===== src/rtl/wb_port_arbiter_pkg.sv =====
// wb_port_arbiter_pkg: shared writeback types and pointer helper for the port arbiter
package wb_port_arbiter_pkg;
  localparam int WB_ID_WIDTH = 3;
  localparam int WB_DATA_WIDTH = 32;
  typedef logic [WB_ID_WIDTH-1:0] id_t;
  typedef struct packed {
    logic valid;
    id_t id;
    logic [WB_DATA_WIDTH-1:0] data;
  } wb_packet_t;
  function automatic int unsigned wrap_inc(input int unsigned k, input int unsigned n);
    return (k + 1 == n) ? 0 : k + 1;
  endfunction
endpackage


===== src/rtl/wb_port_arbiter_if.sv =====
// wb_port_arbiter_if: unit-side requests and registered writeback packet of one group
interface wb_port_arbiter_if
  import wb_port_arbiter_pkg::*;
#(
  parameter int NUM_UNITS = 4,
  parameter int ID_WIDTH = WB_ID_WIDTH,
  parameter int DATA_WIDTH = WB_DATA_WIDTH
);
  logic [NUM_UNITS-1:0] unit_done;
  logic [NUM_UNITS-1:0][ID_WIDTH-1:0] unit_id;
  logic [NUM_UNITS-1:0][DATA_WIDTH-1:0] unit_data;
  logic [NUM_UNITS-1:0] unit_ack;
  logic port_ready;
  logic wb_valid;
  logic [ID_WIDTH-1:0] wb_id;
  logic [DATA_WIDTH-1:0] wb_data;
  logic starve_event;
  modport master (
    output unit_done, unit_id, unit_data, port_ready,
    input unit_ack, wb_valid, wb_id, wb_data, starve_event
  );
  modport slave (
    input unit_done, unit_id, unit_data, port_ready,
    output unit_ack, wb_valid, wb_id, wb_data, starve_event
  );
endinterface


===== src/rtl/wb_port_arbiter_rr_select.sv =====
// rr_priority_select: first set request at or after ptr, wrapping, via double-width priority encode
module rr_priority_select #(
  parameter int N = 4,
  parameter int IW = N > 1 ? $clog2(N) : 1
) (
  input  logic [N-1:0]  req,
  input  logic [IW-1:0] ptr,
  output logic [N-1:0]  gnt,
  output logic [IW-1:0] idx,
  output logic          any
);
  localparam int PW = $clog2(2 * N);
  logic [2*N-1:0] dbl;
  logic [PW-1:0] pos;
  // low half keeps only requests at or above ptr; upper half supplies the wrapped-around ones
  always_comb begin
    dbl = {req, req & ~((N'(1) << ptr) - N'(1))};
    pos = '0;
    for (int i = 2 * N - 1; i >= 0; i--) pos = dbl[i] ? PW'(i) : pos;
    idx = IW'(pos >= PW'(N) ? pos - PW'(N) : pos);
    gnt = req & (N'(1) << idx);
    any = |req;
  end
endmodule


===== src/rtl/wb_port_arbiter.sv =====
// wb_port_arbiter: rotating-priority writeback port select with starvation guard and registered packet
module wb_port_arbiter
  import wb_port_arbiter_pkg::*;
#(
  parameter int NUM_UNITS = 4,
  parameter int DATA_WIDTH = WB_DATA_WIDTH,
  parameter int ID_WIDTH = WB_ID_WIDTH,
  parameter int STARVE_LIMIT = 8
) (
  input logic clk,
  input logic rst,
  wb_port_arbiter_if.slave bus
);
  localparam int IW = NUM_UNITS > 1 ? $clog2(NUM_UNITS) : 1;
  localparam int CW = $clog2(STARVE_LIMIT + 1);
  typedef struct packed {
    logic valid;
    logic [ID_WIDTH-1:0] id;
    logic [DATA_WIDTH-1:0] data;
  } pkt_t;
  logic [IW-1:0] rr_ptr_q, rr_ptr_d, rr_idx, f_idx, sel_idx;
  logic [NUM_UNITS-1:0] rr_gnt, f_gnt, starved, ack;
  logic rr_any, f_any, grant;
  logic [NUM_UNITS-1:0][CW-1:0] cnt_q, cnt_d;
  pkt_t pkt_q, pkt_d;
  logic starve_q, starve_d;
  rr_priority_select #(.N(NUM_UNITS), .IW(IW)) u_rr (
    .req(bus.unit_done), .ptr(rr_ptr_q), .gnt(rr_gnt), .idx(rr_idx), .any(rr_any)
  );
  // pointer tied to 0 makes this a plain lowest-index pick among starved units
  rr_priority_select #(.N(NUM_UNITS), .IW(IW)) u_starve (
    .req(starved), .ptr('0), .gnt(f_gnt), .idx(f_idx), .any(f_any)
  );
  always_comb begin
    for (int i = 0; i < NUM_UNITS; i++)
      starved[i] = bus.unit_done[i] && cnt_q[i] == CW'(STARVE_LIMIT);
    grant = bus.port_ready && !rst && rr_any;
    sel_idx = f_any ? f_idx : rr_idx;
    ack = grant ? (f_any ? f_gnt : rr_gnt) : '0;
    rr_ptr_d = grant ? IW'(wrap_inc(32'(sel_idx), NUM_UNITS)) : rr_ptr_q;
    for (int i = 0; i < NUM_UNITS; i++)
      cnt_d[i] = (ack[i] || !bus.unit_done[i]) ? '0 :
                 cnt_q[i] == CW'(STARVE_LIMIT) ? cnt_q[i] : cnt_q[i] + CW'(1);
    pkt_d = grant ? {1'b1, bus.unit_id[sel_idx], bus.unit_data[sel_idx]} :
                    {1'b0, pkt_q.id, pkt_q.data};
    starve_d = grant && f_any;
  end
  always_ff @(posedge clk) begin
    if (rst) begin
      rr_ptr_q <= '0;
      cnt_q <= '0;
      pkt_q <= '0;
      starve_q <= 1'b0;
    end else begin
      rr_ptr_q <= rr_ptr_d;
      cnt_q <= cnt_d;
      pkt_q <= pkt_d;
      starve_q <= starve_d;
    end
  end
  assign bus.unit_ack = ack;
  assign bus.wb_valid = pkt_q.valid;
  assign bus.wb_id = pkt_q.id;
  assign bus.wb_data = pkt_q.data;
  assign bus.starve_event = starve_q;
endmodule

===== src/flat_wrapper.sv =====
// flat-port wrapper written by rule: the top's interface ports become plain ports
module wb_port_arbiter_flat import wb_port_arbiter_pkg::*;
#(
  parameter int NUM_UNITS = 4,
  parameter int DATA_WIDTH = WB_DATA_WIDTH,
  parameter int ID_WIDTH = WB_ID_WIDTH,
  parameter int STARVE_LIMIT = 8
)
  (clk, rst, bus_unit_done, bus_unit_id, bus_unit_data, bus_port_ready, bus_unit_ack, bus_wb_valid, bus_wb_id, bus_wb_data, bus_starve_event);
  wb_port_arbiter_if #(.NUM_UNITS(NUM_UNITS), .ID_WIDTH(ID_WIDTH), .DATA_WIDTH(DATA_WIDTH)) bus_i ();
  input logic clk;
  input logic rst;
  input wire logic [$bits(bus_i.unit_done)-1:0] bus_unit_done;
  input wire logic [$bits(bus_i.unit_id)-1:0] bus_unit_id;
  input wire logic [$bits(bus_i.unit_data)-1:0] bus_unit_data;
  input wire logic [$bits(bus_i.port_ready)-1:0] bus_port_ready;
  output wire logic [$bits(bus_i.unit_ack)-1:0] bus_unit_ack;
  output wire logic [$bits(bus_i.wb_valid)-1:0] bus_wb_valid;
  output wire logic [$bits(bus_i.wb_id)-1:0] bus_wb_id;
  output wire logic [$bits(bus_i.wb_data)-1:0] bus_wb_data;
  output wire logic [$bits(bus_i.starve_event)-1:0] bus_starve_event;
  assign bus_i.unit_done = bus_unit_done;
  assign bus_i.unit_id = bus_unit_id;
  assign bus_i.unit_data = bus_unit_data;
  assign bus_i.port_ready = bus_port_ready;
  assign bus_unit_ack = bus_i.unit_ack;
  assign bus_wb_valid = bus_i.wb_valid;
  assign bus_wb_id = bus_i.wb_id;
  assign bus_wb_data = bus_i.wb_data;
  assign bus_starve_event = bus_i.starve_event;
  wb_port_arbiter #(.NUM_UNITS(NUM_UNITS), .DATA_WIDTH(DATA_WIDTH), .ID_WIDTH(ID_WIDTH), .STARVE_LIMIT(STARVE_LIMIT)) u_core (.clk(clk), .rst(rst), .bus(bus_i));
endmodule

===== config.mk =====
export PLATFORM = sky130hd
export DESIGN_NAME = wb_port_arbiter_flat
export DESIGN_NICKNAME = d
export VERILOG_FILES = /design/src/rtl/wb_port_arbiter_pkg.sv /design/src/rtl/wb_port_arbiter_if.sv /design/src/rtl/wb_port_arbiter_rr_select.sv /design/src/rtl/wb_port_arbiter.sv /design/src/flat_wrapper.sv
export SDC_FILE = /design/constraint.sdc
export NUM_CORES = 1
export LEC_CHECK = 0
export BUFFER_PORTS_ARGS = -buffer_cell sky130_fd_sc_hd__buf_2
export CORE_UTILIZATION = 41
export CTS_CLUSTER_SIZE = 28
export DETAILED_ROUTE_END_ITERATION = 6
export PLACE_DENSITY = 0.85
export SLEW_MARGIN = 20
export SYNTH_ARGS = -nofsm -noshare
export SYNTH_HDL_FRONTEND = slang
export SYNTH_SLANG_ARGS = --single-unit

===== constraint.sdc =====
create_clock -name clk -period 2.8 [get_ports clk]
set_clock_uncertainty 0.2 [all_clocks]
set_input_delay 0.14 -clock clk [delete_from_list [all_inputs] [get_ports clk]]
set_output_delay 0.14 -clock clk [all_outputs]
set_load 0.05 [all_outputs]

==> results.yml, run 1 <==
run_status:
  status: "aborted with a tool error"
  flow.first_error: "[ERROR RSZ-0060] Max buffer count reached."
  last-stage-reached: "clock tree synthesis (4_1_cts)"
clock_tree:
  cts.sink_count: 55
  cts_setup_buffers: 0
  postCtsHoldBufs: 127
  post_cts_sizing: 0
  cts-htree-levels: 2
  ctsRootBufferMaster: "sky130_fd_sc_hd__clkbuf_8"
  clock_buffer_count_from_cts: 5
  clk_path_buf_depth: 2
logic_synthesis:
  yosysWarnings: 0
  ys_ff_latch: 55
  synth_top_cell_area_share_pct: 32.2
  synth.distinct_cells: 52
  syn_nets: 506
  postSynthAreaPerCell_um2: 9.74
  synth_cell_area_um2: 3420
  synth.yosys.seq_area_share_pct: 32.2
  synthesis.instances: 351
  synth_top_cells_by_area: "sky130_fd_sc_hd__dfxtp_1 32%, sky130_fd_sc_hd__mux2i_1 21%, sky130_fd_sc_hd__o221ai_1 7.2%"
  synth_area_leader_cell: "sky130_fd_sc_hd__dfxtp_1"
placed_design:
  dpl.hpwl_um: 7710
  dpl_cell_area_um2: 4280
  globalplace.congestion: 0.926
  port_buffers: 187
floorplan:
  row_count: 32
  initial_core_util_pct: 43.3
  die_w_um: 93.3
  die-height_um: 93.3
  floorplan.io_pins: 188
## through the flow
stage               std cells  worst slack, ns  hold WS [ns]
floorplan                 351            0.222         0.113
global placement          625            0.302         0.213
detailed placement        625            0.206         0.216
## Yosys cell counts (all sizes together)
library cell and number:
ha 8, and2 3, o211a 1, xor2 4
nand2 45, xnor2 4, buf 13, nand3b 3
o221ai 29, nor2 16, a22o 1, o31ai 1
a2111oi 1, bufbuf 1, o211ai 2, inv 16
o21ai 13, dlygate4sd1 2, nand2b 4, dlymetal6s2s 4
o2111ai 1, and3 1, nand3 5, nor2b 4
o22ai 1, and3b 3, and2b 1, or3 1
a2bb2oi 7, a211oi 5, clkbuf 4, dfxtp 55
mux2i 71, nor3 2, a211o 3, o41ai 1
nor4 1, a21oi 13, a311oi 1
## kinds of logic after synthesis
logic type               Yosys count  synth area share, %
AO/OA/AOI/OAI                     80                 18.9
multiplexers                      71                 20.8
AND/OR/NAND/NOR                   89                 12.7
XOR/XNOR                           8                 2.05
flip-flops                        55                 32.2
adder cells (fa/ha/maj)            8                 2.93
buffers and inverters             40                 10.4
==> run 2: changes to the inputs <==
Settings changed: CORE_UTILIZATION 41 to 40, CTS_CLUSTER_SIZE 28 to unset, PLACE_DENSITY 0.85 to unset, PLACE_DENSITY_LB_ADDON set to 0.15.
Clock period 2.8 ns to 3.6 ns, I/O delays scaled along.
==> run 2 against run 1 <==
Net effect:
- the flow now finishes, with violations (hold timing)
- synthesized cell count is the same
- area after synthesis did not move
==> results.yml, run 2 <==
layout:
  mostFrequentLayoutCell: "sky130_fd_sc_hd__buf_2"
  fillerInstances: 691
  most_frequent_cells_in_the_layout: "187 x sky130_fd_sc_hd__buf_2, 102 x sky130_fd_sc_hd__dlygate4sd3_1, 71 x sky130_fd_sc_hd__mux2i_1"
  postLayoutCoreUtil_pct: 65.8
  syn_to_final_growth_pct: 59.1
  final_nets: 788
  finish.cell_count_without_fillers: 739
  design_area_um2: 5440
  n_antenna_cell: 0
  largest_register_ffs: 32
  share_of_layout_cells_above_drive_strength_1_pct: 34.5
run_status:
  status: "finished, violations left"
  violated_checks: "hold timing"
logic_synthesis:
  synth_enable_flop_cells: 0
  synth.distinct_cells: 52
  yosysWarnings: 0
  synth.yosys.seq_area_share_pct: 32.2
  ys_ff_latch: 55
  postSynth.asyncResetShare_pct: 0
  postSynthAreaPerCell_um2: 9.74
  yosys-top-cells-count: "71 x sky130_fd_sc_hd__mux2i_1, 55 x sky130_fd_sc_hd__dfxtp_1, 44 x sky130_fd_sc_hd__nand2_1, 28 x sky130_fd_sc_hd__o221ai_1, 16 x sky130_fd_sc_hd__inv_1"
  synth_top_cell_area_share_pct: 32.2
  synth_top_cells_by_area: "sky130_fd_sc_hd__dfxtp_1 32%, sky130_fd_sc_hd__mux2i_1 21%, sky130_fd_sc_hd__o221ai_1 7.2%"
  ys_dominant_reg_cell: "sky130_fd_sc_hd__dfxtp_1"
  syn_nets: 506
  yosysMostFrequentCell: "sky130_fd_sc_hd__mux2i_1"
  synth_cell_area_um2: 3420
  synthesis.instances: 351
  synth_area_leader_cell: "sky130_fd_sc_hd__dfxtp_1"
sta:
  setup-violations-final: 0
  fin_tns_setup_ns: 0
  timing.final.crit_share_pct: 94.3
  max_freq_mhz: 295
  finalCriticalPeriod_ns: 3.39
  fin_hold_ws_ns: -0.00179
  setup_ws_ns: 0.207
  setup_repair_after_global_routing_missed_its_margin: "false"
  final_hold_viol_count: 1
  count_of_final_max_slew_check_failures: 0
  worst_slew_pin_slew_ns: 0.705
  slew_headroom_pct: 52.8
floorplan:
  die-height_um: 94.4
  die_w_um: 94.4
  row_count: 33
  design.die.area_um2: 8920
  initial_core_util_pct: 41.4
  fp.coreArea_um2: 8260
  floorplan.io_pins: 188
detailed_routing:
  route.detailed.vias_per_inst: 5.18
  drt_drc_violations_left: 0
  routed-via-count: 3829
  final_antenna_net_count: 0
  number_of_drc_markers_in_iteration_0: 127
  finalWirelength_um: 11400
  detail_routed_net_length_per_standard_cell_um: 15.4
  drt-pass1-iter-count: 5
power_and_ir_drop:
  peak_vdd_ir_mv: 0.204
  p_per_area_nw_per_um2: 348
  post-layout-total-power_mw: 1.89
  cellLeakagePower_nw: 2.75
run:
  drv_cap: 0
critical_path:
  critPathLaunchType: "register"
  critical_path.reg2reg.startpoint: "u_core.cnt_q[12]"
  worst-endpoint-required_ns: 3.57
  timing.setup.critical_path_class: "reg2reg"
  worstPathMaxFanout: 48
  worst_setup_path_startpoint: "u_core.cnt_q[12]"
  worstPathArrival_ns: 3.37
  cp-end-kind: "register"
grt:
  grt_start_max_net_pins: 49
  global_route.usage.total_pct: 24.6
  grt_first_pass_wirelength_um: 17100
  grt_pass1_vias: 3829
  overflow_left_after_global_routing: 0
  grt_antenna_before_repair: 0
placed_design:
  port_buffers: 187
  post-place-cells: 624
  globalplace.congestion: 0.925
  pre_cts_ws_ns: 0.710
  dpl.hpwl_um: 7090
  dpl_cell_area_um2: 4260
clock_tree:
  cts.clk_slew.worst_paths_ns: 0.11
  clock_buffer_count_from_cts: 5
  cts_tree: "built"
  cts-htree-levels: 2
  ctsRootBufferMaster: "sky130_fd_sc_hd__clkbuf_8"
  clk_path_buf_depth: 2
  cts.sink_count: 55
  post_cts_sizing: 0
  insertion_delay_ns: 0.31
worst_hold_path:
  launch_instance_of_the_worst_min_delay_path: "bus_unit_data[86]"
  hp-class: "in2reg"
[run 2: cell counts after synthesis]
Identical to the previous run, type by type.
[run 2: cell type report]
class	count	area, µm²	area share (%)
multi-input cells	256	1960	36.1
inverters	16	60.1	1.10
well taps	105	131	2.42
flip-flops and latches	55	1100	20.2
clock buffers	6	72.6	1.33
clock inverters	2	38.8	0.713
repair buffers	299	2070	38.1
[run 2: metal layers]
layer  GRT usage (%)  wire length, µm  vias to the layer above
met1            26.4             4420                     1786
met4            10.5              362                        0
met5               0                0                        -
li1                -                -                     1846
met3            5.39              710                       34
met2            46.1             5880                      163
[run 2: final timing paths]
path                                  to  slack [ns]  cells after the start
hold / removal    u_core.bus.wb_data[22]      -0.002                      3
setup / recovery   u_core.bus.wb_data[3]        0.21                     11
setup reg to reg   u_core.bus.wb_data[3]        0.21                     11
hold reg to reg   u_core.bus.wb_data[26]        0.27                      2
[run 2: where the power goes]
group | switching [mW] | leakage, nW | internal [mW] | total (mW)
combinational | 0.417 | 2.24 | 0.363 | 0.779
clock | 0.208 | 0.0558 | 0.211 | 0.418
sequential | 0.0338 | 0.451 | 0.662 | 0.696
total | 0.658 | 2.75 | 1.24 | 1.89
[run 2: logic make-up after synthesis]
family | count (synthesis) | share of synthesized area [%]
mux | 71 | 20.8
compound gates | 80 | 18.9
buf+inv | 40 | 10.4
fa+ha+maj | 8 | 2.93
xor+xnor | 8 | 2.05
flops | 55 | 32.2
simple gates | 89 | 12.7
[run 2: repair_timing]
action,CTS,global route
endpoints found under the setup margin,0,2
buffers inserted,0,5
hold buffers,102,0
endpoints found under the hold margin,38,0
[run 2: worst max-delay path, cell delays in order, from the launching register on]
cell and delay [ns]:
sky130_fd_sc_hd__dfxtp_1 0.36, sky130_fd_sc_hd__inv_1 0.07, sky130_fd_sc_hd__ha_1 0.23, sky130_fd_sc_hd__and3b_1 0.24
sky130_fd_sc_hd__and2_4 0.19, sky130_fd_sc_hd__o31ai_4 0.26, sky130_fd_sc_hd__a22o_4 0.21, sky130_fd_sc_hd__buf_12 0.11
sky130_fd_sc_hd__buf_12 0.27, sky130_fd_sc_hd__mux2i_1 0.32, sky130_fd_sc_hd__dlygate4sd3_1 0.62, sky130_fd_sc_hd__o221ai_1 0.12
No activity file was read; power rests on OpenSTA's default activity.
